===== src/rtl/window.sv =====
// Sliding-window generator: buffers one raster frame, then emits one zero-padded,
// strided KERNEL_SIZE x KERNEL_SIZE window per cycle in raster order.
module window #(
  parameter int unsigned DATA_WIDTH  = 8,
  parameter int unsigned IMG_WIDTH   = 5,
  parameter int unsigned IMG_HEIGHT  = 5,
  parameter int unsigned KERNEL_SIZE = 3,
  parameter int unsigned STRIDE      = 1,
  parameter int unsigned PADDING     = (KERNEL_SIZE - 1) / 2
) (
  input  logic                                      clk,
  input  logic                                      rst_n,
  input  logic [DATA_WIDTH-1:0]                     pixel_in,
  input  logic                                      pixel_valid,
  input  logic                                      frame_start,
  output logic [KERNEL_SIZE*KERNEL_SIZE*DATA_WIDTH-1:0] window_out,
  output logic                                      window_valid
);

  localparam int unsigned OUT_W  = (IMG_WIDTH + 2 * PADDING - KERNEL_SIZE) / STRIDE + 1;
  localparam int unsigned OUT_H  = (IMG_HEIGHT + 2 * PADDING - KERNEL_SIZE) / STRIDE + 1;
  localparam int unsigned NPIX   = IMG_WIDTH * IMG_HEIGHT;
  localparam int unsigned ADDR_W = (NPIX > 1) ? $clog2(NPIX) : 1;
  localparam int unsigned XW     = (OUT_W > 1) ? $clog2(OUT_W) : 1;
  localparam int unsigned YW     = (OUT_H > 1) ? $clog2(OUT_H) : 1;
  localparam int unsigned WIN_W  = KERNEL_SIZE * KERNEL_SIZE * DATA_WIDTH;

  // Signed copies so padding offsets can go negative in the address math.
  localparam int W_I = int'(IMG_WIDTH);
  localparam int H_I = int'(IMG_HEIGHT);
  localparam int K_I = int'(KERNEL_SIZE);
  localparam int S_I = int'(STRIDE);
  localparam int P_I = int'(PADDING);

  typedef enum logic [1:0] {
    StIdle    = 2'd0,
    StLoad    = 2'd1,
    StProcess = 2'd2
  } state_e;

  state_e              current_state, current_state_d;
  logic [ADDR_W-1:0]   cnt_q, cnt_d;
  logic [XW-1:0]       x_window, x_window_d, cur_x;
  logic [YW-1:0]       y_window, y_window_d, cur_y;
  logic                first_q, first_d;
  logic [WIN_W-1:0]    win_q, win_d, win_c;
  logic                valid_q, valid_d;
  logic                wr_en;
  logic [DATA_WIDTH-1:0] mem_q [NPIX];
  logic [ADDR_W-1:0]   rd_addr;
  int                  rd_row, rd_col;

  assign window_out   = win_q;
  assign window_valid = valid_q;

  // Coordinates of the window being formed this cycle; x_window/y_window hold the
  // previously emitted one, so the next is derived from them (first_q marks (0,0)).
  always_comb begin
    cur_x = '0;
    cur_y = '0;
    if (!first_q) begin
      if (x_window == XW'(OUT_W - 1)) begin
        cur_y = y_window + YW'(1);
      end else begin
        cur_x = x_window + XW'(1);
        cur_y = y_window;
      end
    end
  end

  // Gather the window at (cur_x, cur_y), substituting zero outside the image.
  always_comb begin
    win_c   = '0;
    rd_row  = 0;
    rd_col  = 0;
    rd_addr = '0;
    for (int r = 0; r < K_I; r++) begin
      for (int c = 0; c < K_I; c++) begin
        rd_row = int'(cur_y) * S_I - P_I + r;
        rd_col = int'(cur_x) * S_I - P_I + c;
        if (rd_row >= 0 && rd_row < H_I && rd_col >= 0 && rd_col < W_I) begin
          rd_addr = ADDR_W'(rd_row * W_I + rd_col);
          win_c[(K_I*K_I-1-(r*K_I+c))*int'(DATA_WIDTH) +: DATA_WIDTH] = mem_q[rd_addr];
        end
      end
    end
  end

  // Next-state logic: load frame, sweep output grid, abort on frame_start.
  always_comb begin
    current_state_d = current_state;
    cnt_d           = cnt_q;
    x_window_d      = x_window;
    y_window_d      = y_window;
    first_d         = first_q;
    win_d           = win_q;
    valid_d         = 1'b0;
    wr_en           = 1'b0;
    unique case (current_state)
      StIdle: begin
        if (frame_start) begin
          current_state_d = StLoad;
          cnt_d           = '0;
        end
      end
      StLoad: begin
        if (frame_start) begin
          cnt_d = '0;
        end else if (pixel_valid) begin
          wr_en = 1'b1;
          cnt_d = cnt_q + ADDR_W'(1);
          if (cnt_q == ADDR_W'(NPIX - 1)) begin
            current_state_d = StProcess;
            cnt_d           = '0;
            x_window_d      = '0;
            y_window_d      = '0;
            first_d         = 1'b1;
          end
        end
      end
      StProcess: begin
        if (frame_start) begin
          current_state_d = StLoad;
          cnt_d           = '0;
          x_window_d      = '0;
          y_window_d      = '0;
          first_d         = 1'b0;
        end else begin
          win_d      = win_c;
          valid_d    = 1'b1;
          x_window_d = cur_x;
          y_window_d = cur_y;
          first_d    = 1'b0;
          if (cur_x == XW'(OUT_W - 1) && cur_y == YW'(OUT_H - 1)) begin
            current_state_d = StIdle;
          end
        end
      end
      default: current_state_d = StIdle;
    endcase
  end

  // Control and output registers.
  always_ff @(posedge clk or negedge rst_n) begin
    if (!rst_n) begin
      current_state <= StIdle;
      cnt_q         <= '0;
      x_window      <= '0;
      y_window      <= '0;
      first_q       <= 1'b0;
      win_q         <= '0;
      valid_q       <= 1'b0;
    end else begin
      current_state <= current_state_d;
      cnt_q         <= cnt_d;
      x_window      <= x_window_d;
      y_window      <= y_window_d;
      first_q       <= first_d;
      win_q         <= win_d;
      valid_q       <= valid_d;
    end
  end

  // Frame buffer; contents survive between frames and are fully rewritten by each load.
  always_ff @(posedge clk) begin
    if (wr_en) begin
      mem_q[cnt_q] <= pixel_in;
    end
  end

endmodule


===== config.mk =====
export PLATFORM = sky130hd
export DESIGN_NAME = window
export DESIGN_NICKNAME = d
export VERILOG_FILES = /design/src/rtl/window.sv
export SDC_FILE = /design/constraint.sdc
export NUM_CORES = 1
export LEC_CHECK = 0
export CORE_ASPECT_RATIO = 1.25
export CORE_UTILIZATION = 35
export DETAILED_ROUTE_END_ITERATION = 10
export GPL_ROUTABILITY_DRIVEN = 0
export PLACE_DENSITY = 0.51
export SLEW_MARGIN = 20
export SYNTH_ARGS = -nofsm -noshare
export SYNTH_HDL_FRONTEND = slang
export SYNTH_SLANG_ARGS = --single-unit

===== constraint.sdc =====
create_clock -name clk -period 5.9 [get_ports clk]
set_clock_uncertainty 0.05 [all_clocks]
set_input_delay 1.18 -clock clk [delete_from_list [all_inputs] [get_ports clk]]
set_output_delay 1.18 -clock clk [all_outputs]
set_load 0.05 [all_outputs]

Word-level counts from Yosys, hierarchy flattened --
Memories as Yosys holds them, arrays and structs flattened. Cells that the tools add are included.
Word-level totals: flip-flop bits (word level) 87, memory bits (writable) 200, input port bits 12, output and inout bits 73, memories 1
Cells by class: $add $sub $neg 18, $mul 3, magnitude comparators 12, equal/unequal tests 13, multiplexer cells 43, bitwise operators 1, reductions and logical operators 30
Memory list:
- mem_q | words 25, width 8, read ports 9, clocked after Yosys merged registers in 0, write ports 1, line 49 | logic [DATA_WIDTH-1:0] mem_q [NPIX];
Operators by type and width (number):
- 2-to-1 mux 8 bit | 9
- adder 5 bit | 6
- 2-to-1 mux 3 bit | 9
- logical AND 1 bit | 22
- greater-or-equal comparator 5 x 1 -> 1 bit (second input constant) | 4
- less-than comparator 5 x 4 -> 1 bit (second input constant) | 4
- 2-to-1 mux 5 bit | 4
- adder 5 x 4 -> 5 bit | 3
- 2-to-1 mux 2 bit | 6
- case mux 3 bit (2 select lines) | 2
- adder 4 x 2 -> 5 bit (second input constant) | 2
- adder 4 x 3 -> 5 bit (second input constant) | 2
- multiplier 5 x 4 -> 5 bit (second input constant) | 2
- 2-to-1 mux 1 bit | 10
- case mux 5 bit (2 select lines) | 1
- == test 3 bit (second input constant) | 3
- greater-or-equal comparator 4 x 1 -> 1 bit (second input constant) | 2
- less-than comparator 4 bit (second input constant) | 2
- != test 2 bit (second input constant) | 4
- subtractor 3 x 1 -> 4 bit (second input constant) | 2
- adder 3 x 1 -> 3 bit (second input constant) | 2
- != test 3 bit (second input constant) | 2
- case mux 2 bit (3 select lines) | 1
- adder 5 x 1 -> 5 bit (second input constant) | 1
- other kinds (14) | 15

Logic depth before layout (Yosys ltp) --
Gate-level depths: netlist of the first run.
word-level depth 10, depth in mapped cells 20, mapped depth without buffers 18

Worst setup path after synthesis of the first run --
Ideal clock, no wire load.
kind register to register, start reg x_window[0], end reg win_q[41], in the netlist window_out[41], setup time 135 ps, data arrival time 4883 ps, data required time 5715 ps, setup slack 831 ps, cell stages (with the launch flop) 16, path buffers 2, clock period less this slack 5069 ps, cell sequence dfrtp_1 -> inv_1 -> ha_1 -> and2_1 -> buf_6 -> xnor2_1 -> nor2_1 -> ha_1 -> xnor2_1 -> inv_1 -> fa_1 -> xnor2_1 -> clkbuf_1 -> mux4_2 -> o211ai_1 -> o211ai_1
On the way: cells in the longest elaborated chain, start to end 10
RTL lines:
- start, declared | line 43 | logic [XW-1:0] x_window, x_window_d, cur_x;
- start signal, assigned | line 156 | x_window <= x_window_d;
- branches (longest 9 deep; another with memory read (25 x 8 bit))
- 2-to-1 mux 8 bit * | line 81 | if (rd_row >= 0 && rd_row < H_I && rd_col >= 0 && rd_col < W_I) begin
- end signal, assigned | line 159 | win_q <= win_d;
- end, declared | line 46 | logic [WIN_W-1:0] win_q, win_d, win_c;
Mark *: on every way between the ends. A chain may end at the register's enable or synchronous reset.

Worst setup path after layout of the first run --
start reg x_window[0], end reg win_q[38], in the netlist window_out[38]
On the way: cells in the longest elaborated chain, start to end 10
RTL lines (line):
- branches (longest 9 deep; another with memory read (25 x 8 bit))
- 2-to-1 mux 8 bit * | 81
Marks and branches as above.

==> impl_summary.txt, run 1 <==
----------------------------------------------------
[Layout]
  Fill cell instance count of the final layout ... approximately 5500
  Total area of multi-input combinational cells ... 12600 µm²
  Area growth, synth to finish ... 16.8%
  Final core utilization ... just over 40%
  Non-filler instance count after layout ... approximately 2500
  Post-layout instance area ... 24900 µm²
  Storage cell area ... between 8000 and 9000 µm²
  Share of post-route cells with drive strength above 1 ... about 31%
  Layout Nets ... 1754

[Clocking]
  Clock sink total ... approximately 290
  CTS buffer count ... 35
  Deepest clock path buffer count ... 3
  Clock tree from TritonCTS ... done
  Buffer cell driving the clock tree root ... sky130_fd_sc_hd__clkbuf_16
  Max H-tree Level ... 2
  Latest clock arrival within the worst-skew pair ... ~0.55 ns
  Post-CTS Hold Buffers ... 0
  Cts repair resizes ... 0
  CTS clk-pin slew, worst paths ... 0.06 ns
  Buffer count from post-CTS setup fixing ... 0

[Worst setup path]
  Slowest CP cell ... sky130_fd_sc_hd__xnor2_4
  Highest cell delay on the worst timing path ... ~0.55 ns
  Critical Path Start Type ... flop
  CP dominant cell by count ... sky130_fd_sc_hd__ha_1
  Series of cell instances along the critical path ... inv_1 -> ha_1 -> and2_1 -> a311o_1 -> ha_1 -> ha_1 -> xor2_1 -> nor2_1 -> ha_1 -> ha_1 -> ha_1 -> a21oi_1 -> xnor2_1 -> xnor2_4 -> buf_4 -> mux2i_1 -> o21ai_0
  Required time of the critical path ... 6.25 ns
  Arrival time of the worst setup path ... 5.73 ns
  Category of the most critical setup path ... reg2reg
  Worst setup EP type ... flop
  Worst-path fanout max ... 7

[Global routing]
  Largest net degree at the start of global routing ... 49
  Overall overflow remaining after global route ... 0
  First-pass GRT wire length ... approximately 120000 µm
  Number of antenna violations at the first check in global routing ... 4
  Total Routing Usage GR ... between 20 and 30%
  Number of global-route vias before repair ... about 16000

[Placed design]
  Setup slack after placement ... between 0.5 and 0.6 ns
  Placement-stage cell area ... between 20000 and 25000 µm²
  IO Port Bufs ... between 80 and 90
  DPL Wire Length ... approximately 62000 µm
  Post-Place Cells ... ~2400

[Synth]
  Compound-Gate Fraction of Synth Area ... 7.54%
  Cells taking the most area after synthesis ... sky130_fd_sc_hd__mux4_2, sky130_fd_sc_hd__edfxtp_1, sky130_fd_sc_hd__dfrtp_1
  Number of unique standard cell types used by synthesis ... 60
  Fraction of registers with async set/reset ... ~30%
  Most used standard cell by instance count after synthesis ... sky130_fd_sc_hd__mux4_2
  Dominant combinational cell family by area after synthesis ... multiplexers
  Total nets after synthesis ... approximately 1600
  Number of cells produced by synthesis ... roughly 1600
  Post-Synthesis Cell Area ... roughly 21000 µm²
  Portion of the post-synthesis area used by sequential elements ... a little under two fifths
  Most common flop cell mapped by yosys ... sky130_fd_sc_hd__edfxtp_1
  Cell type with the largest total area after synthesis ... sky130_fd_sc_hd__mux4_2
  Post-synthesis average cell area ... 13.7 µm²
  Synth Area in Adders ... 4.48%
  Xor/xnor share of the synthesized area ... a little under 3%
  Simple-gate area share of the yosys netlist ... ~6%
  EDFF count, synth ... 200
  Multiplexer share of the synthesized area ... between 30% and 40%
  Number of warnings printed during yosys synthesis ... 0
  Area share of the largest cell type after synthesis ... 29.7%
  Flip-flop and latch count after synthesis ... 287
  Most frequent cells after synthesis ... sky130_fd_sc_hd__mux4_2, sky130_fd_sc_hd__edfxtp_1, sky130_fd_sc_hd__nand2_1

[Floorplan]
  DIE HEIGHT ... between 200 and 300 µm
  Ports placed on the boundary ... 85
  Horizontal die dimension ... ~220 µm
  Effective utilization at floorplan ... between 30% and 40%
  Placeable core region ... about 60000 µm²
  Die footprint ... between 60000 and 70000 µm²
  Floorplan row count ... 100

[Timing]
  Setup TNS after final layout ... 0 ns
  Slew Viols, Final ... 0
  Final critical path time including I/O delays and setup ... ~5.4 ns
  Worst relative slew slack ... between 10% and 20%
  Peak clock frequency supported by timing ... about 190 MHz
  Final Hold Viols ... 0
  Setup repair after global routing missed its margin ... no
  Min Hold Slack ... just over 0.4 ns
  Worst-margin pin slew ... between 1 and 1.5 ns
  Setup-failing EPs final ... 0
  Final clock period utilization by the worst path ... between 90 and 100%
  Crit path setup slack, layout ... between 0.5 and 0.6 ns

[Min path]
  Worst min-delay path class ... reg2reg

[Pwr]
  Power density cells ... 392 nW/µm²
  Total Power Consumption ... around 9.8 mW
  Leakage Power ... ~9.3 nW
  Largest voltage drop on the vdd net ... between 0.2 and 0.25 mV

[Routing]
  Per-cell routed wire length ... approximately 34 µm
  Initial DRC count ... 1597
  Pre-antenna DRT Iters ... 5
  Total length of routed wires ... 82900 µm
  DR DRC count ... 0
  Avg Vias per Cell ... around 6.3
  Via total after detailed routing ... around 16000
  Post-DRT Antenna Nets ... 0

[Outcome]
  Status ... complete, no violations

[Job]
  Number of maximum-capacitance violations ... 0

----------------------------------------------------
==> cell families after synthesis <==
family                     count (synthesis)
AOI/OAI and AO/OA                        251
xor gates and xnor gates                  56
and+or+nand+nor                          292
buffers and inverters                    159
muxes                                    445
adders and majority gates                 71
DFF                                      287
==> layout make-up <==
type / instances / share of cell area (%)
diodes: 1 / 0.0100
clock buffers: 43 / 3.80
clock inverters: 20 / 0.849
inverters: 44 / 0.663
multi-input cells: 1115 / 50.7
flip-flops and latches: 287 / 32.8
well taps: 765 / 3.84
repair buffers: 188 / 7.25
==> worst max-delay path: cells and delay by family, from the launching register on <==
kind	cells	cell delay, ns
compound gates	3	0.80
xor+xnor	3	0.95
fa+ha+maj	6	1.95
buf+inv	2	0.34
flops	1	0.45
mux	1	0.35
simple gates	2	0.33
==> placed cells by master, fill, tap and decap left out, types with 3 or more instances in the layout <==
| master | count |
|---|---|
| sky130_fd_sc_hd__mux4_2 | 281 |
| sky130_fd_sc_hd__edfxtp_1 | 200 |
| sky130_fd_sc_hd__nand2_1 | 184 |
| sky130_fd_sc_hd__mux2i_1 | 119 |
| sky130_fd_sc_hd__buf_4 | 90 |
| sky130_fd_sc_hd__dfrtp_1 | 87 |
| sky130_fd_sc_hd__clkdlybuf4s50_1 | 83 |
| sky130_fd_sc_hd__o21ai_0 | 74 |
| sky130_fd_sc_hd__a21oi_1 | 69 |
| sky130_fd_sc_hd__ha_1 | 60 |
| sky130_fd_sc_hd__nor2_1 | 53 |
| sky130_fd_sc_hd__mux2_2 | 44 |
| sky130_fd_sc_hd__inv_1 | 42 |
| sky130_fd_sc_hd__o211ai_1 | 40 |
| sky130_fd_sc_hd__clkbuf_16 | 35 |
| sky130_fd_sc_hd__xnor2_1 | 20 |
| sky130_fd_sc_hd__nand3_1 | 20 |
| sky130_fd_sc_hd__a21o_1 | 18 |
| sky130_fd_sc_hd__buf_12 | 15 |
| sky130_fd_sc_hd__xor2_1 | 13 |
| sky130_fd_sc_hd__xnor2_2 | 13 |
| sky130_fd_sc_hd__o21ai_1 | 11 |
| sky130_fd_sc_hd__a22o_1 | 11 |
| sky130_fd_sc_hd__a22oi_1 | 10 |
| sky130_fd_sc_hd__and2_1 | 7 |
| sky130_fd_sc_hd__fa_1 | 6 |
| sky130_fd_sc_hd__clkinv_2 | 6 |
| sky130_fd_sc_hd__xnor2_4 | 5 |
| sky130_fd_sc_hd__clkbuf_1 | 4 |
| sky130_fd_sc_hd__clkbuf_8 | 4 |
| sky130_fd_sc_hd__nand2b_1 | 3 |
| sky130_fd_sc_hd__or3_1 | 3 |
| sky130_fd_sc_hd__nand3b_1 | 3 |
| sky130_fd_sc_hd__xor2_4 | 3 |
| sky130_fd_sc_hd__clkinv_1 | 3 |
| sky130_fd_sc_hd__clkinv_4 | 3 |
| sky130_fd_sc_hd__bufinv_16 | 3 |
==> layer usage <==
layer	vias up	part of all wire, %	global-route usage, %	routed length [µm]
li1	6424	-	-	-
met1	8106	37	32.4	30400
met2	828	49	45.7	40800
met3	198	7.1	4.28	5860
met4	2	7.1	16.7	5850
met5	-	0.013	0	11
==> flip-flops by register name, summed over array words and instances (netlist names) <==
signal         flops
mem_q            200
window_out        72
cnt_q              5
x_window           3
y_window           3
current_state      2
first_q            1
window_valid       1
==> path summary, 6_finish.rpt <==
path / slack (ns) / end / from / cells after the start
worst max-delay path: 0.52 / window_out[38] / x_window[0] / 17
worst min-delay path: 0.41 / window_out[0] / window_out[0] / 2
worst max register to register: 0.52 / window_out[38] / x_window[0] / 17
worst min register to register: 0.41 / window_out[0] / window_out[0] / 2
max in group asynchronous: 3.99 / window_out[56] / rst_n / 2
min in group asynchronous: 0.63 / window_out[50] / rst_n / 1
==> report_power, final <==
group / switching (mW) / total (mW) / internal (mW)
clock network: 0.921 / 2.20 / 1.28
logic: 3.03 / 5.38 / 2.34
registers: 0.0147 / 2.19 / 2.18
Power figures use the tool's default switching activity.
==> run 2, diff against run 1 <==
ABC_CLOCK_PERIOD_IN_PS = 5900   (was unset)
CORE_ASPECT_RATIO = unset   (was 1.25)
==> run 2 against run 1 <==
Net effect:
- setup slack worse by 0.089 ns
- critical path depth down 2
- die area about the same
- non-clock buffer count up 3
- largest power group unchanged
- total power up 2.7%
- register-to-register slack worse by 0.09 ns
==> impl_summary.txt, run 2 (synthesized netlist as in run 1, its figures left out) <==
----------------------------------------------------
[Outcome]
  Status ... complete, no violations (unchanged)

[Placed design]
  IO Port Bufs ... 84 (unchanged)
  DPL Wire Length ... 61500 µm (was 62500 µm)

[Clocking]
  Deepest clock path buffer count ... 3 (unchanged)
  Max H-tree Level ... 2 (unchanged)
  Cts repair resizes ... 0 (unchanged)
  Clock sink total ... 287 (unchanged)
  CTS buffer count ... 34 (was 35)
  Clock tree from TritonCTS ... done (unchanged)
  Buffer cell driving the clock tree root ... sky130_fd_sc_hd__clkbuf_16 (unchanged)
  Post-CTS Hold Buffers ... 0 (unchanged)
  Buffer count from post-CTS setup fixing ... 0 (unchanged)
  CTS clk-pin slew, worst paths ... 0.06 ns (about the same)
  Latest clock arrival within the worst-skew pair ... 0.56 ns (was 0.55 ns)

[Routing]
  DR DRC count ... 0 (unchanged)
  Pre-antenna DRT Iters ... 5 (unchanged)
  Via total after detailed routing ... 15748 (was 15558)
  Avg Vias per Cell ... 6.34 (was 6.32)
  Post-DRT Antenna Nets ... 0 (unchanged)
  Initial DRC count ... 2262 (was 1597)
  Total length of routed wires ... 81500 µm (was 82900 µm)
  Per-cell routed wire length ... 32.8 µm (was 33.7 µm)

[Timing]
  Setup TNS after final layout ... 0 ns (unchanged)
  Worst-margin pin slew ... 1.08 ns (was 1.20 ns)
  Setup repair after global routing missed its margin ... no (unchanged)
  Final critical path time including I/O delays and setup ... 5.47 ns (was 5.38 ns)
  Final Hold Viols ... 0 (unchanged)
  Setup-failing EPs final ... 0 (unchanged)
  Peak clock frequency supported by timing ... 183 MHz (was 186 MHz)
  Final clock period utilization by the worst path ... 92.7% (was 91.2%)
  Slew Viols, Final ... 0 (unchanged)
  Worst relative slew slack ... 27.5% (was 19.9%)
  Min Hold Slack ... 0.429 ns (was 0.411 ns)

[Worst setup path]
  Critical Path Start Type ... flop (unchanged)
  Highest cell delay on the worst timing path ... 0.57 ns (was 0.55 ns)
  CP startpoint ... x_window[0] (unchanged)
  Worst-path fanout max ... 8 (was 7)
  Slack of the worst reg-to-reg path ... 0.43 ns (was 0.52 ns)
  Startpoint of the worst register-to-register path ... x_window[0] (unchanged)
  Slowest CP cell ... sky130_fd_sc_hd__xor2_4 (was sky130_fd_sc_hd__xnor2_4)
  Arrival time of the worst setup path ... 5.91 ns (was 5.73 ns)
  Worst R2R End ... window_out[15] (was window_out[38])
  Series of cell instances along the critical path ... inv_1 -> ha_1 -> and2_1 -> xnor2_1 -> nor2_1 -> ha_1 -> ha_1 -> ha_1 -> ha_1 -> xor2_4 -> buf_4 -> mux4_2 -> mux2_2 -> o21ai_0 -> a22o_1 (was inv_1 -> ha_1 -> and2_1 -> a311o_1 -> ha_1 -> ha_1 -> xor2_1 -> nor2_1 -> ha_1 -> ha_1 -> ha_1 -> a21oi_1 -> xnor2_1 -> xnor2_4 -> buf_4 -> mux2i_1 -> o21ai_0)
  Worst setup EP type ... flop (unchanged)
  Logic depth of the worst register-to-register path ... 15 (was 17)
  Worst path buffer plus inverter count ... 2 (unchanged)
  Gate family responsible for the most delay along the worst path ... adder cells (unchanged)
  Required time of the critical path ... 6.34 ns (was 6.25 ns)
  CP dominant cell by count ... sky130_fd_sc_hd__ha_1 (unchanged)
  Category of the most critical setup path ... reg2reg (unchanged)

[Global routing]
  Number of antenna violations at the first check in global routing ... 4 (unchanged)
  Overall overflow remaining after global route ... 0 (unchanged)
  Number of global-route vias before repair ... 15349 (was 15631)
  Total Routing Usage GR ... 26.4% (was 27.1%)
  Largest net degree at the start of global routing ... 55 (was 49)
  First-pass GRT wire length ... 116000 µm (was 118000 µm)

[Job]
  Number of maximum-capacitance violations ... 0 (unchanged)

[Floorplan]
  DIE HEIGHT ... 249 µm (was 278 µm)
  Die footprint ... 61900 µm² (about the same)
  Floorplan row count ... 90 (was 100)
  Effective utilization at floorplan ... 35.4% (was 35.6%)
  Horizontal die dimension ... 249 µm (was 223 µm)
  Placeable core region ... 60200 µm² (was 59900 µm²)
  Ports placed on the boundary ... 85 (unchanged)

[Pwr]
  Leakage Power ... 9.30 nW (was 9.28 nW)
  Power density cells ... 401 nW/µm² (was 392 nW/µm²)
  Largest voltage drop on the vdd net ... 0.292 mV (was 0.237 mV)
  Total Power Consumption ... 10.0 mW (was 9.77 mW)

[Min path]
  Endpoint, Worst Hold ... window_out[55] (was window_out[0])
  Hold-critical path depth ... 2 (unchanged)
  Source of the worst hold timing path ... window_out[55] (was window_out[0])
  Worst min-delay path class ... reg2reg (unchanged)

[Layout]
  Area growth, synth to finish ... 17.3% (was 16.8%)
  Commonest non-fill, non-tap cell in the layout ... sky130_fd_sc_hd__mux4_2 (unchanged)
  Share of post-route cells with drive strength above 1 ... 31.2% (about the same)
  Layout Nets ... 1756 (was 1754)
  Number of flip-flops under the largest register name ... 200 (unchanged)
  Register name with the most flops ... mem_q (unchanged)
  Leading cell types in the layout, fill and taps excluded ... sky130_fd_sc_hd__mux4_2, sky130_fd_sc_hd__edfxtp_1, sky130_fd_sc_hd__nand2_1 (unchanged)
  Final core utilization ... 41.5% (was 41.6%)

----------------------------------------------------
## run 2: cell types whose count changed in the layout (fill, tap and decap cells not counted), sizes merged
cell,change
bufinv,+4
diode,+2
clkbuf,-4
buf,+3
clkinv,-4
clkinvlp,+2
## run 2: power breakdown
part	internal [mW]	total, mW	switching (mW)
Combinational	2.40	5.55	3.15
Sequential	2.18	2.19	0.0141
Clock	1.39	2.29	0.900
Total	5.96	10.0	4.07
## run 2: area by class of cell
cell class	count	area (µm²)
diodes	3	7.51
clock buffers	39	891
clock inverters	22	292
fillers	5440	35200
inverters	44	165
multi-input cells	1115	12600
flip-flops and latches	287	8180
well taps	782	978
repair buffers	191	1850
## run 2: how the worst max path moves through the flow
stage | to | slack [ns] | cells after the start
final | window_out[15] | 0.43 | 15
after global routing | window_out[15] | 0.16 | 15
after CTS | window_out[15] | 0.49 | 15
after detailed placement | window_out[15] | 0.52 | 15
after global placement | window_out[15] | 0.59 | 15
after floorplan | window_out[41] | 0.83 | 15
## run 2: through the flow
stage | instances | area, µm² | worst slack, ns
finish | 2483 | 25000 | 0.429
global route | 2481 | 25000 | 0.158
CTS | 2480 | 25000 | 0.489
detailed placement | 2419 | 23800 | 0.523
global placement | 2419 | 23800 | 0.590
floorplan | 1561 | 21300 | 0.831
## run 2: worst register-to-register path, delay by kind of cell (launching register included)
family	cells	cell delay (ns)
adder cells (fa/ha/maj)	5	1.87
multiplexers	2	0.85
XOR/XNOR	2	0.73
AND/OR/NAND/NOR	2	0.63
flip-flops	1	0.45
AO/OA/AOI/OAI	2	0.44
buffers and inverters	2	0.39
## run 2: routing by layer
layer | vias up | GRT usage, % | part of all wire, %
met5 | - | 0 | 0.028
li1 | 6444 | - | -
met4 | 4 | 10.7 | 4.5
met3 | 166 | 5.96 | 9.4
met1 | 8232 | 35.1 | 40
met2 | 902 | 41.7 | 46
